### src/rtl/bus_interconnect.sv
// Multi-master / multi-slave single-transaction bus interconnect.
// One master is granted at a time. Its request is routed to the slave whose
// masked base address matches, and the slave's completion is reflected back.
//
// state | meaning
// ------+-----------------------------------------------------------------
// IDLE  | no transaction; arbitrate among requesting masters
// BUSY  | granted master routed to decoded slave; waiting for slave ready
// ERR   | one-cycle error completion to the granted master (unmapped/timeout)
module bus_interconnect #(
   parameter int                      NMASTERS   = 3,
   parameter int                      NSLAVES    = 3,
   parameter logic [NSLAVES*32-1:0]   MATCH_ADDR = {32'h1100_0000, 32'h1000_0000, 32'h0000_0000},
   parameter logic [NSLAVES*32-1:0]   MATCH_MASK = {32'hFFFF_FFF8, 32'hFFFF_FFE0, 32'hFFFF_0000},
   parameter int                      ARB_MODE   = 1,
   parameter int                      TIMEOUT    = 255
) (
   input  logic                   clk,
   input  logic                   rst,
   input  logic [32*NMASTERS-1:0] master_address,
   input  logic [32*NMASTERS-1:0] master_data_i,
   input  logic [4*NMASTERS-1:0]  master_wr,
   input  logic [NMASTERS-1:0]    master_enable,
   output logic [31:0]            master_data_o,
   output logic [NMASTERS-1:0]    master_ready,
   output logic [NMASTERS-1:0]    master_error,
   input  logic [32*NSLAVES-1:0]  slave_data_i,
   input  logic [NSLAVES-1:0]     slave_ready,
   output logic [31:0]            slave_address,
   output logic [31:0]            slave_data_o,
   output logic [3:0]             slave_wr,
   output logic [NSLAVES-1:0]     slave_enable
);

   localparam int MW = (NMASTERS > 1) ? $clog2(NMASTERS) : 1;
   localparam int SW = (NSLAVES > 1) ? $clog2(NSLAVES) : 1;

   typedef enum logic [1:0] {IDLE, BUSY, ERR} state_t;

   state_t        state_q;
   logic [MW-1:0] grant_q;
   logic [MW-1:0] last_q;
   logic [15:0]   wait_q;

   logic [MW-1:0] arb_idx;
   logic          arb_any;
   logic [31:0]   g_addr;
   logic [31:0]   g_wdata;
   logic [3:0]    g_wr;
   logic          g_en;
   logic          dec_hit;
   logic [SW-1:0] dec_idx;
   logic          sel_ready;
   logic [31:0]   sel_data;
   logic          busy;
   logic          busy_act;
   logic          complete;

   // Pick the winner: lowest index, or rotating start after the last grant.
   always_comb begin
      int cand;
      cand    = 0;
      arb_idx = '0;
      arb_any = 1'b0;
      for (int i = 0; i < NMASTERS; i++) begin
         if (ARB_MODE == 0) cand = i;
         else               cand = (int'(last_q) + 1 + i) % NMASTERS;
         if (!arb_any && master_enable[cand]) begin
            arb_any = 1'b1;
            arb_idx = MW'(cand);
         end
      end
   end

   // Mux out the granted master's request.
   always_comb begin
      g_addr  = '0;
      g_wdata = '0;
      g_wr    = '0;
      g_en    = 1'b0;
      for (int i = 0; i < NMASTERS; i++) begin
         if (grant_q == MW'(i)) begin
            g_addr  = master_address[32*i +: 32];
            g_wdata = master_data_i[32*i +: 32];
            g_wr    = master_wr[4*i +: 4];
            g_en    = master_enable[i];
         end
      end
   end

   // Address decode; overlapping windows resolve to the lowest slave index.
   always_comb begin
      dec_hit = 1'b0;
      dec_idx = '0;
      for (int s = 0; s < NSLAVES; s++) begin
         if (!dec_hit && ((g_addr & MATCH_MASK[32*s +: 32]) == MATCH_ADDR[32*s +: 32])) begin
            dec_hit = 1'b1;
            dec_idx = SW'(s);
         end
      end
   end

   // Only the decoded slave's ready and data are looked at.
   always_comb begin
      sel_ready = 1'b0;
      sel_data  = '0;
      for (int s = 0; s < NSLAVES; s++) begin
         if (dec_idx == SW'(s)) begin
            sel_ready = slave_ready[s];
            sel_data  = slave_data_i[32*s +: 32];
         end
      end
   end

   assign busy     = (state_q == BUSY) && !rst;
   assign busy_act = busy && g_en && dec_hit;
   assign complete = busy_act && sel_ready;

   // Slave-side request path and master-side completion, all combinational.
   always_comb begin
      slave_address = '0;
      slave_data_o  = '0;
      slave_wr      = '0;
      slave_enable  = '0;
      master_ready  = '0;
      master_error  = '0;
      master_data_o = '0;
      if (busy) begin
         slave_address = g_addr;
         slave_data_o  = g_wdata;
         slave_wr      = g_wr;
      end
      for (int s = 0; s < NSLAVES; s++) begin
         if (busy_act && dec_idx == SW'(s)) slave_enable[s] = 1'b1;
      end
      for (int i = 0; i < NMASTERS; i++) begin
         if (grant_q == MW'(i)) begin
            master_ready[i] = complete;
            master_error[i] = (state_q == ERR) && !rst;
         end
      end
      if (complete && g_wr == 4'h0) master_data_o = sel_data;
   end

   // Transaction sequencer: grant, wait for ready with timeout, report error.
   always_ff @(posedge clk) begin
      if (rst) begin
         state_q <= IDLE;
         grant_q <= '0;
         last_q  <= MW'(NMASTERS - 1);
         wait_q  <= '0;
      end else begin
         case (state_q)
            IDLE: begin
               if (arb_any) begin
                  grant_q <= arb_idx;
                  last_q  <= arb_idx;
                  wait_q  <= '0;
                  state_q <= BUSY;
               end
            end
            BUSY: begin
               if (!g_en) begin
                  state_q <= IDLE;
               end else if (!dec_hit) begin
                  state_q <= ERR;
               end else if (sel_ready) begin
                  state_q <= IDLE;
               end else begin
                  // Reaching TIMEOUT waits ends the access; enable drops with the state change.
                  wait_q <= wait_q + 16'd1;
                  if (wait_q == 16'(TIMEOUT - 1)) state_q <= ERR;
               end
            end
            ERR:     state_q <= IDLE;
            default: state_q <= IDLE;
         endcase
      end
   end

endmodule

### config.mk
export PLATFORM = sky130hd
export DESIGN_NAME = bus_interconnect
export DESIGN_NICKNAME = d
export VERILOG_FILES = /design/src/rtl/bus_interconnect.sv
export SDC_FILE = /design/constraint.sdc
export NUM_CORES = 1
export LEC_CHECK = 0
export CORE_AREA = 4 4 160 162
export DETAILED_ROUTE_END_ITERATION = 8
export DIE_AREA = 0 0 164 166
export HOLD_SLACK_MARGIN = 0.05
export PLACE_DENSITY = 0.56
export SYNTH_ARGS = -nofsm -noshare
export SYNTH_HDL_FRONTEND = slang
export SYNTH_SLANG_ARGS = --single-unit
### constraint.sdc
create_clock -name clk -period 4.3 [get_ports clk]
set_input_delay 1.075 -clock clk [delete_from_list [all_inputs] [get_ports clk]]
set_output_delay 1.075 -clock clk [all_outputs]
set_load 0.05 [all_outputs]
# [After elaboration in Yosys (flattened, before gate mapping)]
# Cells that the tools add are included.
[word_totals] register_bits=22 inputBits=308 wordCells=117
[classes] add_sub_neg=4 div_mod_pow=3 magnitude_cmp=3 eq_ne=14 n_mux=62 n_reduce_logical=27
[op_table] operator="2-to-1 mux 32 bit" n=12
[op_table] operator="< comparator 32 x 4 -> 1 bit, second input constant" n=3
[op_table] operator="modulo 32 x 3 -> 32 bit, second input constant" n=3
[op_table] operator="2-to-1 mux 16 bit" n=4
[op_table] operator="adder 32 x 2 -> 32 bit, second input constant" n=1
[op_table] operator="logical NOT 32 bit" n=1
[op_table] operator="case mux 16 bit (2 select lines)" n=1
[op_table] operator="equality test 29 x 26 -> 1 bit, second input constant" n=1
[op_table] operator="2-to-1 mux 1 bit" n=28
[op_table] operator="equality test 27 x 24 -> 1 bit, second input constant" n=1
[op_table] operator="2-to-1 mux 2 bit" n=9
[op_table] operator="adder 16 x 1 -> 16 bit, second input constant" n=1
[op_table] operator="equality test 16 x 8 -> 1 bit, second input constant" n=1
[op_table] operator="2-to-1 mux 4 bit" n=4
[op_table] operator="logical AND 1 bit" n=13
[op_table] operator="!= test 2 bit, second input constant" n=4
[op_table] operator="binary-select mux 1 bit (select 2 bit)" n=3
[op_table] operator="equality test 2 x 1 -> 1 bit, second input constant" n=3
[op_table] operator="equality test 2 bit, second input constant" n=3
[op_table] operator="logical NOT 2 bit" n=3
[op_table] operator="logical NOT 1 bit" n=5
[op_table] operator="!= test 5 x 4 -> 1 bit, second input constant" n=1
[op_table] operator="AND reduction 5 bit" n=1
[op_table] operator="adder 3 x 2 -> 4 bit, second input constant" n=1
[op_table] operator="other kinds (5)" n=6

# [Longest topological paths before layout]
# Gate-level depths: netlist of run 1.
[depth] depth_word=20 depth_mapped=15

# [Least setup slack after synthesis of run 1]
# Ideal clock, no wire load.
[synth_timing] kind="input -> output" startpoint="input port master_address[41]" endpoint="output port master_data_o[0]" arrival_ns=4.377 path_slack_ns=-1.152 stages=11 path_buffers=3 path_cell_list="mux2i_1 a2bb2oi_1 nand4_1 or4_1 buf_2 or3_1 buf_6 o31ai_2 or3b_1 buf_2 a211oi_1"
[synth_between] elab_chain_len=15
[synth_rtl] element="start, declared" line_no="20" rtl="input logic [32*NMASTERS-1:0] master_address,"
[synth_rtl] element="2-to-1 mux 32 bit (*) (2 in series)" line_no="82" rtl="if (grant_q == MW'(i)) begin"
[synth_rtl] element="equality test 27 x 24 -> 1 bit" line_no="96" rtl="if (!dec_hit && ((g_addr & MATCH_MASK[32*s +: 32]) == MATCH_ADDR[32*s +: 32])) begin"
[synth_rtl] element="logical AND 1 bit" line_no="96"
[synth_rtl] element="2-to-1 mux 1 bit" line_no="96"
[synth_rtl] element="logical NOT 1 bit" line_no="96"
[synth_rtl] element="logical AND 1 bit" line_no="96"
[synth_rtl] element="2-to-1 mux 2 bit" line_no="96"
[synth_rtl] element="logical NOT 2 bit" line_no="108" rtl="if (dec_idx == SW'(s)) begin"
[synth_rtl] element="2-to-1 mux 1 bit (3 in series)" line_no="108"
[synth_rtl] element="logical AND 1 bit" line_no="117" rtl="assign complete = busy_act && sel_ready;"
[synth_rtl] element="logical AND 1 bit" line_no="142" rtl="if (complete && g_wr == 4'h0) master_data_o = sel_data;"
[synth_rtl] element="2-to-1 mux 32 bit (*)" line_no="142"
[synth_rtl] element="end, declared" line_no="24" rtl="output logic [31:0] master_data_o,"
# Every way passes the cells marked *; elsewhere a longest branch is shown, timed or not.

# [Worst setup path in the final report of run 1]
[layout_timing] startpoint="input port master_address[45]" endpoint="output port master_data_o[3]"
# The elaborated chain is that of the path after synthesis.

==> impl_metrics.csv, run 1 <==
group,metric,value,unit
pwr,power_leakage,4.128,nW
flow_run,maxCapViolCount,0,
placement,dpl_cell_area,10610,sq um
clock_tree,cts_buffer_depth,2,
synthesis,synth_flop_cell,"dfxtp_1",
synthesis,synthArstFlopShare,0,%
synthesis,synth_edf_count,0,
layout,instances_no_fill,1391,
clock_tree,cts.sinks,21,
layout,multi_input_area,3869,sq um
pwr,pwr-share-comb,80.4,%
floorplanning,start_util,16.68,%
outcome,violations,"negative setup slack",
clock_tree,ctsHoldBuffers,0,
synthesis,synth.cell_area,4021,sq um
clock_tree,numCtsBuffers,3,
layout,area_growth,176.3,%
pwr,p_switching,0.0009308,W
synthesis,synth_seq_cells,21,
placement,portBuffers,416,
detailed_routing,wire_per_inst,18.97,microns
sta,clock_skew,0.003477,ns
floorplanning,die_w,164,microns
critical_path,crit_chain,"clkdlybuf4s15_1 -> mux2i_1 -> a2bb2oi_2 -> nand4_1 -> or4_4 -> or3_4 -> o31ai_4 -> or3b_4 -> buf_6 -> buf_12 -> a211oi_4 -> buf_12",
global_routing,met3_usage,3.946,%
placement,gp_congestion,0.8530,
critical_path,crit_required,3.22,ns
pwr,p_seq_share,10.5,%
pwr,clkPwrFrac,9.1,%
floorplanning,ios,417,
layout,fillers,2348,
sta,relSlewSlack,65.06,%
synthesis,syn_area_per_cell,7.067,sq um
floorplanning,fp.dieH,166,microns
global_routing,grt_max_degree,36,
clock_tree,cts-root-buf,"clkbuf_16",
synthesis,synth-adder-area-share,1.742,%
synthesis,synthSimpleGateAreaFrac,25.02,%
sta,max_freq,0.2017,GHz
global_routing,grt_pass1_vias,6272,
sta,maxSlewViolCount,0,
sta,setup-violations-final,36,
sta,period_needed,4.957,ns
pwr,intPower,0.001251,W
pwr,pwr_density_cell,196.4,nW/um^2
detailed_routing,ant_nets,0,
synthesis,synth_compound_area_share,29.25,%
synthesis,synth_top_family_by_area,"compound AO/OA/AOI/OAI gates",
synthesis,syn_inst,569,
detailed_routing,drt_iter0_drc,265,
placement,place_inst,1356,
pwr,swShare,42.66,%
sta,rsz0062_at_grt,"true",
critical_path,crit_type,"in2out",
layout,regArea,427.9,sq um
sta,whs,0.4781,ns
detailed_routing,wl,26390,microns
global_routing,grt_busiest_layer,"met2",
min_path,hp-class,"reg2reg",
placement,dp_slack,-0.9621,ns
critical_path,crit_path_frequent_cell,"buf_12",
sta,setup_ws,-0.6574,ns
sta,worst_slew_pin_slew,0.5236,ns
clock_tree,clk_latency,0.25,ns
clock_tree,cts_tree,"yes",
clock_tree,clk_pin_slew,0.06,ns
layout,stdcell_area,11110,sq um
global_routing,track_usage,17.68,%
global_routing,overflow,0,
critical_path,endpoint_kind,"primary output",
outcome,status,"complete, but fails checks",
floorplanning,coreArea,24110,sq um
critical_path,critical_path.max_stage_delay,0.45,ns
global_routing,gr-usage-met1,20.52,%
global_routing,grt_pass1_wl,37430,microns
synthesis,seq_area_frac_synth,10.45,%
floorplanning,fp-row-count,57,
layout,drive_gt1_share,34.37,%
placement,hpwl,22230,microns
layout,utilization,46.09,%
synthesis,synth_mux_area_share,25.14,%
critical_path,start_kind,"primary input",
synthesis,syn_nets,881,
detailed_routing,drc,0,
synthesis,ys_warn_count,0,
layout,nets,1375,
synthesis,synth_xor_area_share,0.4356,%
detailed_routing,dr_total_vias,6196,
critical_path,critical_path.slowest_cell,"or3b_4",
pwr,ir_worst_vdd,0.0001241,V
critical_path,cp_max_fo,6,
detailed_routing,first_pass_iters,4,
global_routing,grtUsageMet2,33.09,%
sta,finalCritPeriodShare,115.3,%
critical_path,arrival,3.88,ns
clock_tree,cts.htree.levels,1,
synthesis,ys_types,51,
detailed_routing,via_per_inst,4.454,
floorplanning,die_area,27220,sq um
global_routing,antenna_found_initial,4,
sta,hold_viol,0,
==> cells in the mapped netlist, drive strengths merged (7+ instances only) <==
master	n	area [sq um]
nor3	7	40.04
or3	12	75.07
mux2i	101	1011
nand4	8	50.05
buf	26	181.4
clkbuf	25	93.84
a211oi	34	410.4
nand2	19	71.32
dfxtp	21	420.4
a2bb2oi	28	245.2
a21oi	55	275.3
nor2	148	555.5
o21ai	13	65.06
inv	11	41.29
nand3	7	35.03
==> final timing paths <==
| kind | startpoint | cells after the start | slack [ns] | to |
|---|---|---|---|---|
| worst max-delay path | master_address[45] | 12 | -0.66 | master_data_o[3] |
| worst min register to register | wait_q[7] | 2 | 0.48 | wait_q[7] |
| worst max register to register | grant_q[0] | 13 | 0.79 | wait_q[9] |
| worst min-delay path | wait_q[7] | 2 | 0.48 | wait_q[7] |
==> cell families (layout without fill, tap and decap cells) <==
kind of cell | after synthesis | count (layout)
and+or+nand+nor | 225 | 225
xor gates and xnor gates | 2 | 2
DFF | 21 | 21
muxes | 101 | 101
AOI/OAI and AO/OA | 151 | 151
buffers and inverters | 63 | 556
adders and majority gates | 6 | 6
other | 0 | 5
==> worst max-delay path, delay by kind of cell <==
family,cells,cell delay (ns)
AND/OR/NAND/NOR,4,1.44
buffers and inverters,4,0.62
AO/OA/AOI/OAI,3,0.52
multiplexers,1,0.20
==> layout by cell type (no fill, tap or decap), types with 4 or more instances in the layout <==
cell,n
clkdlybuf4s50_1,224
nor2_1,146
buf_12,120
buf_4,105
mux2i_1,92
a21oi_1,55
a211oi_4,33
a2bb2oi_2,28
dlygate4sd2_1,25
buf_6,20
dfxtp_1,19
nand2_1,18
clkdlybuf4s15_1,18
buf_2,18
o21ai_0,13
inv_1,11
or3_1,11
mux2i_2,8
nand4_1,8
nand3_1,6
diode_2,5
and2_1,4
nor3_1,4
o2111ai_1,4
ha_1,4
clkbuf_2,4
dlymetal6s2s_1,4
==> per-stage QoR <==
step                      TNS, ns  power (W)
final                      -19.37   0.002182
after global routing       -22.20   0.002305
after CTS                  -19.42   0.002157
after detailed placement   -32.45   0.001884
after global placement     -31.44   0.001873
after floorplan            -19.60   0.001009
==> power groups by stage <==
stage / clock network [W] / registers (W) / logic, W
6_report: 0.000199 / 0.000229 / 0.00175
5_1_grt: 0.000212 / 0.000231 / 0.00186
4_1_cts: 0.000203 / 0.000229 / 0.00172
3_5_place_dp: 0 / 0.000233 / 0.00165
3_3_place_gp: 0 / 0.000233 / 0.00164
2_1_floorplan: 0 / 0.000219 / 0.000790
==> sequential cells by signal, indices dropped and copies added, names as in the netlist <==
register	flops
grant_q	2
last_q	1
state_q	2
wait_q	16
==> per-layer routing <==
metal	up-vias	wire [microns]	part of all wire, %
met2	273	13720	52
met3	28	2139	8.1
li1	3025	-	-
met4	0	409	1.5
met1	2870	10120	38
met5	-	0	0
==> what timing repair did <==
action	CTS	global route
pin swaps	44	21
gates cloned	3	0
gates resized for setup	210	41
buffers inserted	20	9
hold endpoints to repair	0	0
setup endpoints to repair	38	36
==> final cells by class <==
cell class	count	area share [%]
Timing Repair Buffer	540	56.45
Clock buffer	4	0.7095
Multi-Input combinational cell	485	34.82
Tap cell	324	3.649
Antenna cell	5	0.1126
Sequential cell	21	3.851
Inverter	12	0.4054
No activity file was read; power rests on OpenSTA's default activity.
==> inputs of run 2 (changes only) <==
--- a/config.mk
+++ b/config.mk
@@ -10,6 +10,7 @@
 export DIE_AREA = 0 0 164 166
 export HOLD_SLACK_MARGIN = 0.05
 export PLACE_DENSITY = 0.56
+export REMOVE_ABC_BUFFERS = 1
 export SYNTH_ARGS = -nofsm -noshare
 export SYNTH_HDL_FRONTEND = slang
 export SYNTH_SLANG_ARGS = --single-unit
==> impl_metrics.csv, run 2 (synthesis results as in run 1) <==
group,metric,value,unit
outcome,status,"complete, but fails checks",
outcome,violations,"negative setup slack",
clock_tree,cts-root-buf,"clkbuf_16",
placement,dpl_cell_area,10180,sq um
pwr,p_seq_share,9.9,%
global_routing,grt_pass1_vias,6540,
pwr,swShare,42.08,%
pwr,pwr_density_cell,200.2,nW/um^2
clock_tree,cts_tree,"yes",
layout,top_register,"wait_q",
sta,rsz0062_at_grt,"true",
critical_path,endpoint_kind,"primary output",
sta,setup-violations-final,36,
detailed_routing,ant_nets,0,
detailed_routing,drt_iter0_drc,204,
sta,setup_ws,-0.6135,ns
sta,hold_viol,0,
sta,max_freq,0.2035,GHz
pwr,p_switching,0.0009381,W
critical_path,cpLargestDelayFamily,"simple AND/OR/NAND/NOR gates",
clock_tree,clk_latency,0.26,ns
clock_tree,cts.sinks,21,
detailed_routing,wire_per_inst,18.58,microns
sta,whs,0.4847,ns
floorplanning,coreArea,24110,sq um
layout,largest_reg_flops,16,
layout,utilization,46.20,%
pwr,power_leakage,4.135,nW
clock_tree,cts.htree.levels,1,
placement,hpwl,21030,microns
critical_path,start_kind,"primary input",
sta,worst_slew_pin_slew,0.4871,ns
detailed_routing,wl,25740,microns
sta,final.setup.tns,-18.97,ns
placement,gp_congestion,0.8196,
sta,finalCritPeriodShare,114.3,%
critical_path,crit_type,"in2out",
layout,mostFrequentLayoutCells,"226 x clkdlybuf4s50_1, 147 x nor2_1, 114 x buf_12, 106 x buf_4, 82 x mux2i_1",
pwr,pwr-share-comb,81.1,%
layout,drive_gt1_share,36.77,%
layout,reg.largest.list,"wait_q x16, grant_q x2, state_q x2",
clock_tree,clk_pin_slew,0.06,ns
floorplanning,start_util,16.68,%
detailed_routing,first_pass_iters,4,
critical_path,cp_max_fo,8,
floorplanning,die_area,27220,sq um
pwr,clkPwrFrac,9.0,%
layout,nets,1371,
pwr,intPower,0.001291,W
layout,mostFrequentLayoutCell,"clkdlybuf4s50_1",
global_routing,antenna_found_initial,2,
floorplanning,fp.dieH,166,microns
global_routing,track_usage,18.03,%
detailed_routing,via_per_inst,4.467,
critical_path,worst-path-buf-inv,3,
global_routing,overflow,0,
pwr,power.total,0.002229,W
global_routing,grt_pass1_wl,38570,microns
critical_path,critical_path.max_stage_delay,0.56,ns
detailed_routing,drc,0,
placement,portBuffers,416,
critical_path,crit_path_frequent_cell,"buf_12",
flow_run,maxCapViolCount,0,
clock_tree,numCtsBuffers,3,
layout,area_growth,176.9,%
floorplanning,ios,417,
min_path,hp-class,"reg2reg",
sta,clock_skew,0.001494,ns
floorplanning,fp-row-count,57,
sta,relSlewSlack,67.45,%
critical_path,crit_chain,"buf_6 -> mux2i_4 -> a2bb2oi_2 -> nand4_1 -> or4_4 -> or3_4 -> o31ai_4 -> or3b_4 -> buf_12 -> a211oi_4 -> buf_12",
critical_path,arrival,3.84,ns
pwr,ir_worst_vdd,0.0001297,V
sta,maxSlewViolCount,0,
global_routing,grt_max_degree,67,
detailed_routing,dr_total_vias,6187,
layout,fillers,2415,
layout,stdcell_area,11140,sq um
clock_tree,cts_buffer_depth,2,
critical_path,critical_path.slowest_cell,"or4_4",
sta,period_needed,4.913,ns
floorplanning,die_w,164,microns
critical_path,crit_required,3.22,ns
-- run 2: cell types whose count changed in the layout (fill, tap and decap cells not counted), moves of 5 or more --
| cell | delta |
|---|---|
| buf_2 | +8 |
| buf_12 | -6 |
| buf_6 | +5 |
| mux2i_1 | -10 |
| clkdlybuf4s15_1 | -17 |
| buf_16 | +5 |
| mux2i_4 | +7 |
-- run 2: final cells by class --
type | instances | area (sq um) | share of cell area, %
Timing Repair Buffer | 536 | 6223 | 55.88
Multi-Input combinational cell | 485 | 3950 | 35.47
Sequential cell | 21 | 425.4 | 3.820
Tap cell | 324 | 405.4 | 3.640
Clock buffer | 3 | 75.07 | 0.6741
Inverter | 12 | 45.04 | 0.4045
Antenna cell | 3 | 7.507 | 0.06741
Clock inverter | 1 | 5.005 | 0.04494
-- run 2: repair_timing --
| item | CTS | global route |
|---|---|---|
| setup endpoints to repair | 38 | 36 |
| hold buffers | 0 | 0 |
| cloned | 6 | 0 |
| gates resized for setup | 320 | 22 |
| setup buffers | 22 | 4 |
| pin swaps | 45 | 12 |
| hold endpoints to repair | 0 | 0 |
-- run 2: through the flow --
stage / std cells / worst slack [ns]
finish: 1385 / -0.6135
floorplan: 518 / -4.580
CTS: 1379 / -0.6396
global route: 1384 / -0.6893
detailed placement: 1351 / -1.238
global placement: 1351 / -1.255
-- run 2: power by group through the flow --
| stage | Sequential, W | Combinational [W] | Clock, W |
|---|---|---|---|
| detailed placement | 0.000224 | 0.00166 | 0 |
| global route | 0.000222 | 0.00193 | 0.000215 |
| global placement | 0.000225 | 0.00165 | 0 |
| floorplan | 0.000286 | 0.000697 | 0 |
| finish | 0.000221 | 0.00181 | 0.000200 |
| CTS | 0.000221 | 0.00180 | 0.000208 |
-- run 2: tightest hold or removal path, cell delays in order, from the launching register on --
cell and delay (ns):
dfxtp_1 0.32, o21ai_0 0.07, a21oi_1 0.06
-- run 2: per-layer routing --
layer,GRT usage (%),routed length [microns]
met3,4.046,1939
met4,3.829,499
met5,0,0
met2,34.30,13690
met1,20.26,9607
-- run 2: final timing paths --
| kind | cells after the start | end | slack [ns] | from |
|---|---|---|---|---|
| max | 11 | master_data_o[9] | -0.61 | master_address[9] |
| min | 2 | wait_q[6] | 0.48 | wait_q[6] |
| max reg2reg | 14 | wait_q[11] | 0.83 | grant_q[0] |
| min reg2reg | 2 | wait_q[6] | 0.48 | wait_q[6] |
